$ cat src/rtl/csub_serial_pkg.sv
// Shared definitions for the block-serial subtractor (csub_serial).
// Holds the sequencer state type and the block-counter width helper.
package csub_pkg;

  typedef enum logic [1:0] {
    IDLE = 2'd0,
    RUN  = 2'd1,
    DONE = 2'd2
  } state_t;

  // Width of the block counter: clog2(size/subsize), but never below one bit.
  function automatic int cnt_width(input int size, input int subsize);
    int nblk;
    nblk = size / subsize;
    return (nblk <= 1) ? 1 : $clog2(nblk);
  endfunction

endpackage

$ cat src/rtl/csub_serial_if.sv
// Handshake and operand bus between a sequencer (master) and csub_serial (slave).
// The ovf signal exists only when CSUB_SERIAL_OVF_EN is defined.
interface csub_serial_if #(
  parameter int size = 16
) ();

  logic            start;
  logic [size:1]   a;
  logic [size:1]   b;
  logic            bin;
  logic            busy;
  logic            done;
  logic [size:1]   diff;
  logic            bout;
`ifdef CSUB_SERIAL_OVF_EN
  logic            ovf;
`endif

  modport master (
    output start, a, b, bin,
    input  busy, done, diff, bout
`ifdef CSUB_SERIAL_OVF_EN
    , input ovf
`endif
  );

  modport slave (
    input  start, a, b, bin,
    output busy, done, diff, bout
`ifdef CSUB_SERIAL_OVF_EN
    , output ovf
`endif
  );

endinterface

$ cat src/rtl/csub_serial_block.sv
// csub_block: combinational subsize-bit carry-skip subtract slice.
// Computes a + ~b + ~bin; a block-wide propagate term bypasses the ripple chain.
module csub_block #(
  parameter int subsize = 4
) (
  input  logic [subsize-1:0] a,
  input  logic [subsize-1:0] b,
  input  logic               bin,
  output logic [subsize-1:0] diff,
  output logic               bout,
  output logic               cmsb
);

  logic [subsize-1:0] p;
  logic [subsize-1:0] g;
  logic               blk_p;
  logic               ripple_cout;

  // Per-bit propagate/generate against the inverted subtrahend.
  generate
    for (genvar gi = 0; gi < subsize; gi++) begin : g_bit
      assign p[gi] = a[gi] ^ ~b[gi];
      assign g[gi] = a[gi] & ~b[gi];
    end
  endgenerate

  assign blk_p = &p;

  // Ripple the carry through the block; also capture the carry into the MSB.
  always_comb begin
    logic cc;
    cc   = ~bin;
    diff = '0;
    cmsb = 1'b0;
    for (int i = 0; i < subsize; i++) begin
      if (i == subsize - 1) cmsb = cc;
      diff[i] = p[i] ^ cc;
      cc      = g[i] | (p[i] & cc);
    end
    ripple_cout = cc;
  end

  // Skip path: a fully propagating block passes its carry-in straight through.
  assign bout = ~(blk_p ? ~bin : ripple_cout);

endmodule

$ cat src/rtl/csub_serial.sv
// csub_serial: multi-cycle block-serial subtractor, diff = a - b - bin.
// One subsize-bit block per clock, LSB block first, start/busy/done handshake.
// Optional macro CSUB_SERIAL_OVF_EN adds a signed-overflow output (ovf).
module csub_serial
  import csub_pkg::*;
#(
  parameter int size    = 16,
  parameter int subsize = 4
) (
  input  logic         clk,
  input  logic         rst_n,
  csub_serial_if.slave bus
);

  localparam int NBLK = size / subsize;
  localparam int CW   = cnt_width(size, subsize);
  localparam logic [CW-1:0] LAST_BLK = CW'(NBLK - 1);

  state_t              state_reg;
  logic [CW-1:0]       cnt_reg;
  logic [size-1:0]     a_reg;
  logic [size-1:0]     b_reg;
  logic [size-1:0]     res_reg;
  logic [size-1:0]     diff_reg;
  logic                borrow_reg;
  logic                bout_reg;
  logic                done_reg;

  logic [subsize-1:0]  a_slice;
  logic [subsize-1:0]  b_slice;
  logic [subsize-1:0]  blk_diff;
  logic                blk_bout;
  logic                blk_cmsb;

  assign a_slice = a_reg[int'(cnt_reg) * subsize +: subsize];
  assign b_slice = b_reg[int'(cnt_reg) * subsize +: subsize];

  csub_block #(
    .subsize (subsize)
  ) u_block (
    .a    (a_slice),
    .b    (b_slice),
    .bin  (borrow_reg),
    .diff (blk_diff),
    .bout (blk_bout),
    .cmsb (blk_cmsb)
  );

`ifdef CSUB_SERIAL_OVF_EN
  logic ovf_work_reg;
  logic ovf_reg;

  // Track overflow of the most recent block; the last block's value is the answer.
  always_ff @(posedge clk or negedge rst_n) begin
    if (!rst_n) begin
      ovf_work_reg <= 1'b0;
      ovf_reg      <= 1'b0;
    end else begin
      if (state_reg == RUN) ovf_work_reg <= blk_cmsb ^ ~blk_bout;
      if (state_reg == DONE) ovf_reg <= ovf_work_reg;
    end
  end

  assign bus.ovf = ovf_reg;
`else
  logic unused_cmsb;
  assign unused_cmsb = blk_cmsb;
`endif

  // Sequencer: latch operands, walk the blocks, then publish the result.
  always_ff @(posedge clk or negedge rst_n) begin
    if (!rst_n) begin
      state_reg  <= IDLE;
      cnt_reg    <= '0;
      a_reg      <= '0;
      b_reg      <= '0;
      res_reg    <= '0;
      diff_reg   <= '0;
      borrow_reg <= 1'b0;
      bout_reg   <= 1'b0;
      done_reg   <= 1'b0;
    end else begin
      done_reg <= 1'b0;
      case (state_reg)
        IDLE: begin
          // A start in the done-pulse cycle is ignored; earliest accept is one cycle later.
          if (bus.start && !done_reg) begin
            a_reg      <= bus.a;
            b_reg      <= bus.b;
            borrow_reg <= bus.bin;
            cnt_reg    <= '0;
            state_reg  <= RUN;
          end
        end
        RUN: begin
          res_reg[int'(cnt_reg) * subsize +: subsize] <= blk_diff;
          borrow_reg <= blk_bout;
          cnt_reg    <= cnt_reg + 1'b1;
          if (cnt_reg == LAST_BLK) state_reg <= DONE;
        end
        DONE: begin
          diff_reg  <= res_reg;
          bout_reg  <= borrow_reg;
          done_reg  <= 1'b1;
          state_reg <= IDLE;
        end
        default: state_reg <= IDLE;
      endcase
    end
  end

  assign bus.busy = (state_reg == RUN);
  assign bus.done = done_reg;
  assign bus.diff = diff_reg;
  assign bus.bout = bout_reg;

endmodule

$ cat src/flat_wrapper.sv
// flat-port wrapper written by rule: the top's interface ports become plain ports
module csub_serial_flat import csub_pkg::*;
#(
  parameter int size    = 16,
  parameter int subsize = 4
)
  (clk, rst_n, bus_start, bus_a, bus_b, bus_bin, bus_busy, bus_done, bus_diff, bus_bout);
  csub_serial_if #(.size(size)) bus_i ();
  input  logic clk;
  input  logic rst_n;
  input wire logic [$bits(bus_i.start)-1:0] bus_start;
  input wire logic [$bits(bus_i.a)-1:0] bus_a;
  input wire logic [$bits(bus_i.b)-1:0] bus_b;
  input wire logic [$bits(bus_i.bin)-1:0] bus_bin;
  output wire logic [$bits(bus_i.busy)-1:0] bus_busy;
  output wire logic [$bits(bus_i.done)-1:0] bus_done;
  output wire logic [$bits(bus_i.diff)-1:0] bus_diff;
  output wire logic [$bits(bus_i.bout)-1:0] bus_bout;
  assign bus_i.start = bus_start;
  assign bus_i.a = bus_a;
  assign bus_i.b = bus_b;
  assign bus_i.bin = bus_bin;
  assign bus_busy = bus_i.busy;
  assign bus_done = bus_i.done;
  assign bus_diff = bus_i.diff;
  assign bus_bout = bus_i.bout;
  csub_serial #(.size(size), .subsize(subsize)) u_core (.clk(clk), .rst_n(rst_n), .bus(bus_i));
endmodule
$ cat config.mk
export PLATFORM = sky130hd
export DESIGN_NAME = csub_serial_flat
export DESIGN_NICKNAME = d
export VERILOG_FILES = /design/src/rtl/csub_serial_pkg.sv /design/src/rtl/csub_serial_if.sv /design/src/rtl/csub_serial_block.sv /design/src/rtl/csub_serial.sv /design/src/flat_wrapper.sv
export SDC_FILE = /design/constraint.sdc
export NUM_CORES = 1
export LEC_CHECK = 0
export ABC_AREA = 1
export CAP_MARGIN = 30
export CORE_ASPECT_RATIO = 0.6
export CORE_UTILIZATION = 40
export CTS_CLUSTER_DIAMETER = 150
export DETAILED_ROUTE_END_ITERATION = 8
export HOLD_SLACK_MARGIN = 0.1
export PLACE_DENSITY = 0.64
export SLEW_MARGIN = 20
export SYNTH_ARGS = -nofsm -noshare
export SYNTH_HDL_FRONTEND = slang
export SYNTH_SLANG_ARGS = --single-unit
$ cat constraint.sdc
create_clock -name clk -period 3.4 [get_ports clk]
set_input_delay 0.34 -clock clk [delete_from_list [all_inputs] [get_ports clk]]
set_output_delay 0.34 -clock clk [all_outputs]
set_load 0.005 [all_outputs]
### Word-level counts from Yosys, hierarchy flattened

Cells that the tools add are included.

* add/sub/neg operators: 2
* equality and inequality tests: 5
* shifts and indexed selects: 4
* mux-type cells: 10
* bitwise gates (word level): 26
* reduce and logical (&&, ||, !) cells: 8

Operators by type and width (count)
* $neg 4->33: 1
* $shift 4x33->16 const A: 1
* $shiftx 4x33->16: 1
* $shiftx 16x5->4: 2
* $bwmux 16: 1
* $and 1x1->1: 8
* $pmux 2 s2: 2
* $xor 1x1->1: 8
* $mux 2: 3
* $not 1->1: 6
* $reduce_and 2->1: 3
* $eq 2x2->1 const B: 2
* $ne 2x1->1 const B: 2
* $or 1x1->1: 4
* $reduce_and 4->1: 1
* $mux 1: 3
* $add 2x1->2 const B: 1
* $eq 2x1->1 const B: 1
* $logic_not 2->1: 1
* $pmux 1 s2: 1
* $reduce_bool 2->1: 1
* $logic_and 1x1->1: 1
* $logic_not 1->1: 1

* register bits: 71
* bits of input ports: 36
* output and inout port bits: 19
* logic and storage cells: 64

### Depth between registers and ports, before layout

Gate-level depths: netlist of the first run.

* depth after elaboration: 14
* mapped depth: 16
* depth with buffers taken out: 15

### By module

A second synthesis of the first run with hierarchy kept.

* cells, all modules: 425
* area total of the unflattened synthesis: 3477.1 um^2

By module, submodules not included
* csub_serial: times used 1, cells each 401, area an instance 3285.7 um^2, seq. area each 1776.7 um^2
* csub_block: times used 1, cells each 24, area an instance 191.4 um^2, seq. area each 0.0 um^2

### Worst setup path after synthesis of the first run

Ideal clock, no wire load.

* path type: register to register
* start point: register u_core.cnt_reg[0]
* end point: register u_core.res_reg[7]
* setup time: 95 ps
* arrival: 2789 ps
* required time: 3305 ps
* setup slack: 516 ps
* cell stages (with the launch flop): 14
* clock period less this slack: 2884 ps
* path through: dfrtp_1 -> inv_1 -> clkbuf_1 -> nand2_1 -> nand3_1 -> nand2_1 -> inv_1 -> fa_1 -> inv_1 -> fa_1 -> fa_1 -> fa_1 -> nand3_1 -> o31ai_1

* word-level cells in the longest chain between the ends: 12

Ends and longest elaborated chain
* start, declared: line csub_serial.sv:20 `logic [CW-1:0] cnt_reg;`
* start signal, assigned: line csub_serial.sv:98 `cnt_reg <= cnt_reg + 1'b1;`
* $shiftx 16x5->4: line csub_serial.sv:36 `assign b_slice = b_reg[int'(cnt_reg) * subsize +: subsize];`
* $not 1->1: line csub_serial_block.sv:22, csub_serial_block.sv:23
* $xor 1x1->1: line csub_serial_block.sv:22 `assign p[gi] = a[gi] ^ ~b[gi];`
* $and 1x1->1: line csub_serial_block.sv:38 `cc = g[i] | (p[i] & cc);`
* $or 1x1->1: line csub_serial_block.sv:38
* $and 1x1->1: line csub_serial_block.sv:38
* $or 1x1->1: line csub_serial_block.sv:38
* $and 1x1->1: line csub_serial_block.sv:38
* $or 1x1->1: line csub_serial_block.sv:38
* $xor 1x1->1: line csub_serial_block.sv:37 `diff[i] = p[i] ^ cc;`
* $shiftx 4x33->16: line csub_serial.sv:96 `res_reg[int'(cnt_reg) * subsize +: subsize] <= blk_diff;`
* $bwmux 16 (*): line csub_serial.sv:96
* end signal, assigned by index: line csub_serial.sv:96
* end, declared: line csub_serial.sv:23 `logic [size-1:0] res_reg;`

Every way passes the cells marked *; elsewhere a longest branch is shown, timed or not.
A chain may end at the register's enable or synchronous reset.

### Worst setup path in the final report of the first run

Same ends and word-level chain as after synthesis.

==> reports/metrics.csv, run 1 <==
stage,metric,value,unit
run_status,status,finished clean,
global_routing,first-pass GRT wire length,12.54,mm
detailed_routing,Starting DRT DRC Count,190,
timing,RSZ-0062 raised after global routing,false,
floorplan,Initial Utilization,0.4173,
critical_path,cell mode on critical path,fa_1,
logic_synthesis,register area share after synthesis,0.5358,
critical_path,Worst Path Buf+Inv,3,
global_routing,vias in the first global route,2539,
cts,postcts setup bufs,0,
finish,multi-input logic area,1341,um^2
pwr,combinational power share,0.459,
floorplan,Die Area,8670,um^2
finish,"Area growth, synth to finish",28.79,%
finish,share of cells above drive strength 1,0.08924,
floorplan,core area,7945,um^2
critical_path,cell at the slowest stage of the critical path,fa_1,
global_routing,grt total ovfl,0,
global_routing,initial antenna violation count,0,
floorplan,# rows,25,
cts,clock sink count,71,
finish,nets,485,
finish,final core occ,0.5375,
cts,clock slew at reported path FFs,50,ps
logic_synthesis,post-synth net total,426,
critical_path,CP Class,flop to flop,
detailed_routing,Vias/cell,4.807,
critical_path,"Max FO, Critical Path",15,
placed_design,port bufs,54,
logic_synthesis,Synth area leader,dfrtp_1,
finish,"non-filler cells, final",545,
pwr,Switching Power,1.685,mW
timing,final hold slack,465.9,ps
global_routing,largest net degree at the start of global routing,35,
global_routing,Total GRT Usage,0.1909,
cts,CTS root buffer,clkbuf_16,
timing,Final period util,0.8858,
critical_path,CP cell instances,inv_1 -> nand2_1 -> nand3_1 -> nand2_1 -> inv_1 -> fa_1 -> inv_1 -> fa_1 -> fa_1 -> fa_1 -> nand3_1 -> o31ai_1,
pwr,P_leak,2.039,nW
cts,CTS HTree Levels,3,
timing,clk_skew,3.619,ps
detailed_routing,Avg WL per Cell,13.26,um
placed_design,dpl ws,385.2,ps
pwr,Flop pwr share,0.337,
pwr,Peak supply drop,0.0003508,V
pwr,Switching Share,0.4011,
timing,Setup Total Neg Slack,0,ps
finish,most frequent cells in the layout,"121 x nand2_1, 71 x dfrtp_1, 53 x clkdlybuf4s50_1, 44 x nand3_1, 31 x o21ai_0",
detailed_routing,Detailed Route WL,7.228,mm
timing,Final Max Tran Viols,0,
timing,fmax,332.1,MHz
placed_design,Placer Congestion,0.8421,
pwr,power per standard cell area,983.7,nW/um^2
placed_design,dpl cells,531,
finish,number of diodes,0,
finish,register cell area after layout,1777,um^2
cts,Max clock buf depth,2,
cts,CTS tree,yes,
placed_design,dpl hpwl,5.342,mm
critical_path,crit path capture type,flop,
detailed_routing,via count,2620,
critical_path,Critical Path Max Stage Delay,550,ps
timing,Period minus WS final,3012,ps
logic_synthesis,Synth top area share,0.5358,
timing,final hold violations,0,
logic_synthesis,Synth area leaders,"dfrtp_1 54%, nand2_1 14%, nand3_1 6.6%",
detailed_routing,Final ANT Viol Nets,0,
cts,Worst-Skew Late Latency,330,ps
pwr,Power Internal,2.516,mW
floorplan,DIE WIDTH,119.5,um
detailed_routing,drt drc,0,
timing,number of setup violations in the final report,0,
critical_path,startpoint types,flop,
critical_path,critical path data arrival time,3250,ps
finish,"most common cell after layout, fill and taps aside",nand2_1,
detailed_routing,1st-pass router iterations,4,
timing,relative slew slack,0.6949,
critical_path,CP required,3640,ps
cts,CTS resizes,0,
logic_synthesis,"Cell Area, Synth",3316,um^2
logic_synthesis,"FF+latch count, synth",71,
min_path,Hold WC Path Type,flop to flop,
logic_synthesis,synth warn,0,
logic_synthesis,Syn Area/Cell,8.818,um^2
job,max-cap violation count,0,
floorplan,IO Pins,55,
timing,smallest setup slack after layout,388.4,ps
logic_synthesis,cell count after synthesis,376,
logic_synthesis,count of unique library cells instantiated by Yosys,23,
timing,Worst Tran Pin Value,457.0,ps
critical_path,cell family with most CP delay,adder cells,
cts,CTS buffer count,9,
floorplan,chip height,72.53,um
finish,fill count,750,
pwr,power share of the clock group,0.204,
worst paths after layout:
path	from	endpoint	slack (ps)	depth (start not counted)
worst max-delay path	u_core.cnt_reg[0]	u_core.res_reg[7]	390	12
worst min-delay path	u_core.bus.diff[7]	u_core.bus.diff[7]	470	2
worst max register to register	u_core.cnt_reg[0]	u_core.res_reg[7]	390	12
worst min register to register	u_core.bus.diff[7]	u_core.bus.diff[7]	470	2
max in group asynchronous	rst_n	u_core.a_reg[2]	2100	4
min in group asynchronous	rst_n	u_core.a_reg[0]	490	2
power groups by stage:
stage               Clock, mW  Combinational, mW  Sequential, mW
floorplan                   0               1.31            1.37
global placement            0               1.87            1.42
detailed placement          0               1.93            1.42
CTS                     0.877               1.94            1.41
global route            0.913               2.23            1.46
finish                  0.858               1.93            1.42
metrics by stage:
step           instance area [um^2]  power (mW)
2_1_floorplan                  3316       2.680
3_3_place_gp                   3969       3.295
3_5_place_dp                   3989       3.351
4_1_cts                        4270       4.230
5_1_grt                        4270       4.599
6_report                       4270       4.201
final cells by class:
type | count | area share
clock buffer | 12 | 0.06241
clock inverter | 1 | 0.001172
inverter | 30 | 0.02637
multi-input combinational | 258 | 0.3141
sequential | 71 | 0.4161
tap | 108 | 0.03164
timing repair buffer | 65 | 0.1483
worst register-to-register path, stage by stage, from the launching register on:
cell and delay (ps):
dfrtp_1 370, inv_1 320, nand2_1 100, nand3_1 90, nand2_1 80, inv_1 80
fa_1 170, inv_1 50, fa_1 370, fa_1 390, fa_1 550, nand3_1 120
o31ai_1 230
kinds of logic (layout without fill, tap and decap cells):
logic type / Yosys count / after routing / share of synthesized area
adders and majority gates: 14 / 14 / 0.06189
and+or+nand+nor: 195 / 195 / 0.2540
DFF: 71 / 71 / 0.5358
AOI/OAI and AO/OA: 49 / 49 / 0.08792
buffers and inverters: 47 / 108 / 0.06038
synth_stat cells:
| master | instances |
|---|---|
| buf_2 | 6 |
| buf_6 | 2 |
| clkbuf_1 | 8 |
| clkbuf_2 | 1 |
| clkinv_1 | 1 |
| dfrtp_1 | 71 |
| fa_1 | 4 |
| ha_1 | 10 |
| inv_1 | 27 |
| inv_2 | 2 |
| nand2_1 | 121 |
| nand2_2 | 1 |
| nand3_1 | 44 |
| nand4_1 | 4 |
| nor2_1 | 17 |
| nor2_2 | 1 |
| nor2_4 | 5 |
| nor3_1 | 2 |
| o21ai_0 | 31 |
| o21ai_2 | 5 |
| o22a_1 | 3 |
| o22ai_1 | 7 |
| o31ai_1 | 3 |
per-layer routing:
metal	part of all wire	global-route usage	vias up
met5	0	0	-
met2	0.38	0.2479	54
met1	0.55	0.2941	1226
met3	0.047	0.05503	11
li1	-	-	1329
met4	0.017	0.07222	0
repair_timing:
action | 4_1_cts | 5_1_grt
setup endpoints to repair | 0 | 0
hold endpoints to repair | 19 | 0
hold buffers | 1 | 0
(Power assumes the default switching activity.)
==> inputs of run 2 (changes only) <==
- GPL_TIMING_DRIVEN: unset -> 0
- SETUP_SLACK_MARGIN: unset -> 0.4
==> run 2 against run 1 <==
Register-to-register slack better by 140 ps. Sequential share of layout area is 1.4 points lower. Hold slack worse by 65 ps. Die area stayed put. Critical endpoint unchanged. Routed wire length is 5.8% higher. Sequential power hardly changed. Global-route usage is 0.47 points higher. Critical path depth stayed put. Maximum frequency is 4.9% higher.
==> reports/metrics.csv, run 2 (synthesis gave the netlist of run 1 again) <==
stage,metric,value,unit
cts,CTS root buffer,clkbuf_16,
finish,register cell area after layout,1778,um^2
timing,Setup Total Neg Slack,0,ps
finish,"Design Area, Final",4420,um^2
cts,CTS tree,yes,
cts,CTS buffer count,9,
floorplan,chip height,72.53,um
finish,most frequent cells in the layout,"120 x nand2_1, 70 x dfrtp_1, 53 x clkdlybuf4s50_1, 43 x nand3_1, 31 x o21ai_0",
detailed_routing,via count,2729,
floorplan,Initial Utilization,0.4173,
finish,"most common cell after layout, fill and taps aside",nand2_1,
pwr,Tot Pwr,4.550,mW
floorplan,DIE WIDTH,119.5,um
timing,smallest setup slack after layout,528.6,ps
pwr,Switching Power,1.803,mW
timing,fmax,348.3,MHz
critical_path,cell at the slowest stage of the critical path,fa_1,
cts,clock sink count,71,
run_status,status,finished clean,
global_routing,largest net degree at the start of global routing,60,
critical_path,worst r2r src,u_core.cnt_reg[1],
placed_design,dpl hpwl,5.568,mm
placed_design,area of placed instances,4016,um^2
timing,Final Max Tran Viols,0,
finish,fill count,748,
global_routing,grt total ovfl,0,
global_routing,first-pass GRT wire length,12.77,mm
detailed_routing,Met1 Wirelength,4.035,mm
timing,Period minus WS final,2871,ps
critical_path,CP required,3640,ps
timing,relative slew slack,0.6275,
cts,CTS HTree Levels,3,
detailed_routing,Detailed Route WL,7.649,mm
finish,number of diodes,0,
critical_path,CP Class,flop to flop,
critical_path,"Max FO, Critical Path",12,
placed_design,port bufs,54,
cts,Max clock buf depth,2,
timing,final hold violations,0,
detailed_routing,Final ANT Viol Nets,0,
pwr,Peak supply drop,0.0004002,V
global_routing,initial antenna violation count,0,
detailed_routing,Starting DRT DRC Count,177,
detailed_routing,highest routed metal layer,met4,
pwr,combinational power share,0.470,
finish,share of cells above drive strength 1,0.1220,
critical_path,Worst Path Buf+Inv,4,
min_path,Hold WC Path Type,input port to asynchronous set/reset pin,
detailed_routing,Vias/cell,4.882,
job,max-cap violation count,0,
floorplan,core area,7945,um^2
pwr,Power Internal,2.747,mW
critical_path,cell mode on critical path,fa_1,
detailed_routing,1st-pass router iterations,4,
detailed_routing,drt drc,0,
pwr,Switching Share,0.3962,
cts,clock slew at reported path FFs,50,ps
detailed_routing,metal3 WL,464,um
finish,"Area growth, synth to finish",33.32,%
pwr,Flop pwr share,0.309,
global_routing,vias in the first global route,2579,
critical_path,Crit. Startpoint,u_core.cnt_reg[1],
floorplan,# rows,25,
critical_path,cell family with most CP delay,adder cells,
floorplan,IO Pins,55,
critical_path,crit path capture type,flop,
timing,Worst Tran Pin Value,556.8,ps
pwr,P_leak,2.098,nW
timing,number of setup violations in the final report,0,
finish,multi-input logic area,1354,um^2
detailed_routing,Avg WL per Cell,13.68,um
floorplan,Die Area,8670,um^2
pwr,power share of the clock group,0.221,
finish,nets,496,
critical_path,Critical Path Max Stage Delay,540,ps
detailed_routing,DR WL met2,3.107,mm
pwr,power per standard cell area,1029,nW/um^2
timing,RSZ-0062 raised after global routing,false,
placed_design,Placer Congestion,0.8273,
global_routing,Total GRT Usage,0.1956,
critical_path,CP cell instances,clkbuf_8 -> clkinv_4 -> nand3_1 -> nand2_2 -> inv_2 -> fa_1 -> inv_1 -> fa_1 -> fa_2 -> fa_1 -> nand3_2 -> o31ai_2,
critical_path,startpoint types,flop,
timing,Final period util,0.8445,
critical_path,critical path data arrival time,3110,ps
timing,clk_skew,7.755,ps
placed_design,dpl ws,-51.88,ps
cts,Worst-Skew Late Latency,330,ps
-- run 2: cell count changes in the layout (fill, tap and decap cells not counted), sizes merged --
cell / previous run / this run
clkinvlp: 0 / 1
clkinv: 2 / 3
buf: 11 / 16
bufinv: 0 / 2
clkbuf: 12 / 17
-- run 2: layout make-up --
class	instances	share of cell area
Sequential cell	71	0.4022
Timing Repair Buffer	59	0.1353
Buffer	17	0.02576
Clock buffer	11	0.05491
Clock inverter	5	0.01840
Tap cell	108	0.03057
Multi-Input combinational cell	258	0.3063
Inverter	30	0.02661
-- run 2: worst reg2reg max path: cells and delay by family, from the launching register on --
family,cells,cell delay (ps)
AND/OR/NAND/NOR,3,330
flip-flops,1,380
buffers and inverters,4,410
AO/OA/AOI/OAI,1,250
adder cells (fa/ha/maj),4,1420
-- run 2: power groups by stage --
| stage | clock network [mW] | logic, mW | registers, mW |
|---|---|---|---|
| after floorplan | 0 | 1.31 | 1.37 |
| after global placement | 0 | 1.90 | 1.41 |
| after detailed placement | 0 | 1.96 | 1.42 |
| after CTS | 1.02 | 2.09 | 1.40 |
| after global routing | 1.07 | 2.41 | 1.44 |
| final | 1.00 | 2.14 | 1.41 |
-- run 2: per-stage QoR --
stage                 util  hold slack [ps]  std cells
floorplan                -            44.41        376
global placement    0.5024            453.5        538
detailed placement  0.5055            203.9        539
CTS                 0.5540            403.8        559
global route        0.5564            421.4        559
finish              0.5564            400.7        559
-- run 2: path summary, 6_finish.rpt --
| check | slack (ps) | to | cells past startpoint |
|---|---|---|---|
| worst max-delay path | 530 | u_core.res_reg[7] | 12 |
| max in group asynchronous | 2450 | u_core.cnt_reg[0] | 3 |
| min in group clk | 470 | u_core.bus.diff[6] | 2 |
| worst min register to register | 470 | u_core.bus.diff[6] | 2 |
| worst max register to register | 530 | u_core.res_reg[7] | 12 |
| worst min-delay path | 400 | u_core.bus.diff[5] | 2 |
-- run 2: metal layers --
metal,track usage,up-vias
met5,0,-
met4,0.05139,0
met2,0.2672,76
li1,-,1357
met1,0.2930,1292
met3,0.06604,4
-- run 2: what timing repair did --
item,4_1_cts,5_1_grt
endpoints found under the hold margin,12,0
setup buffers,3,0
gates resized for setup,10,13
setup endpoints to repair,6,4
hold buffers,1,0
pin swaps,2,2
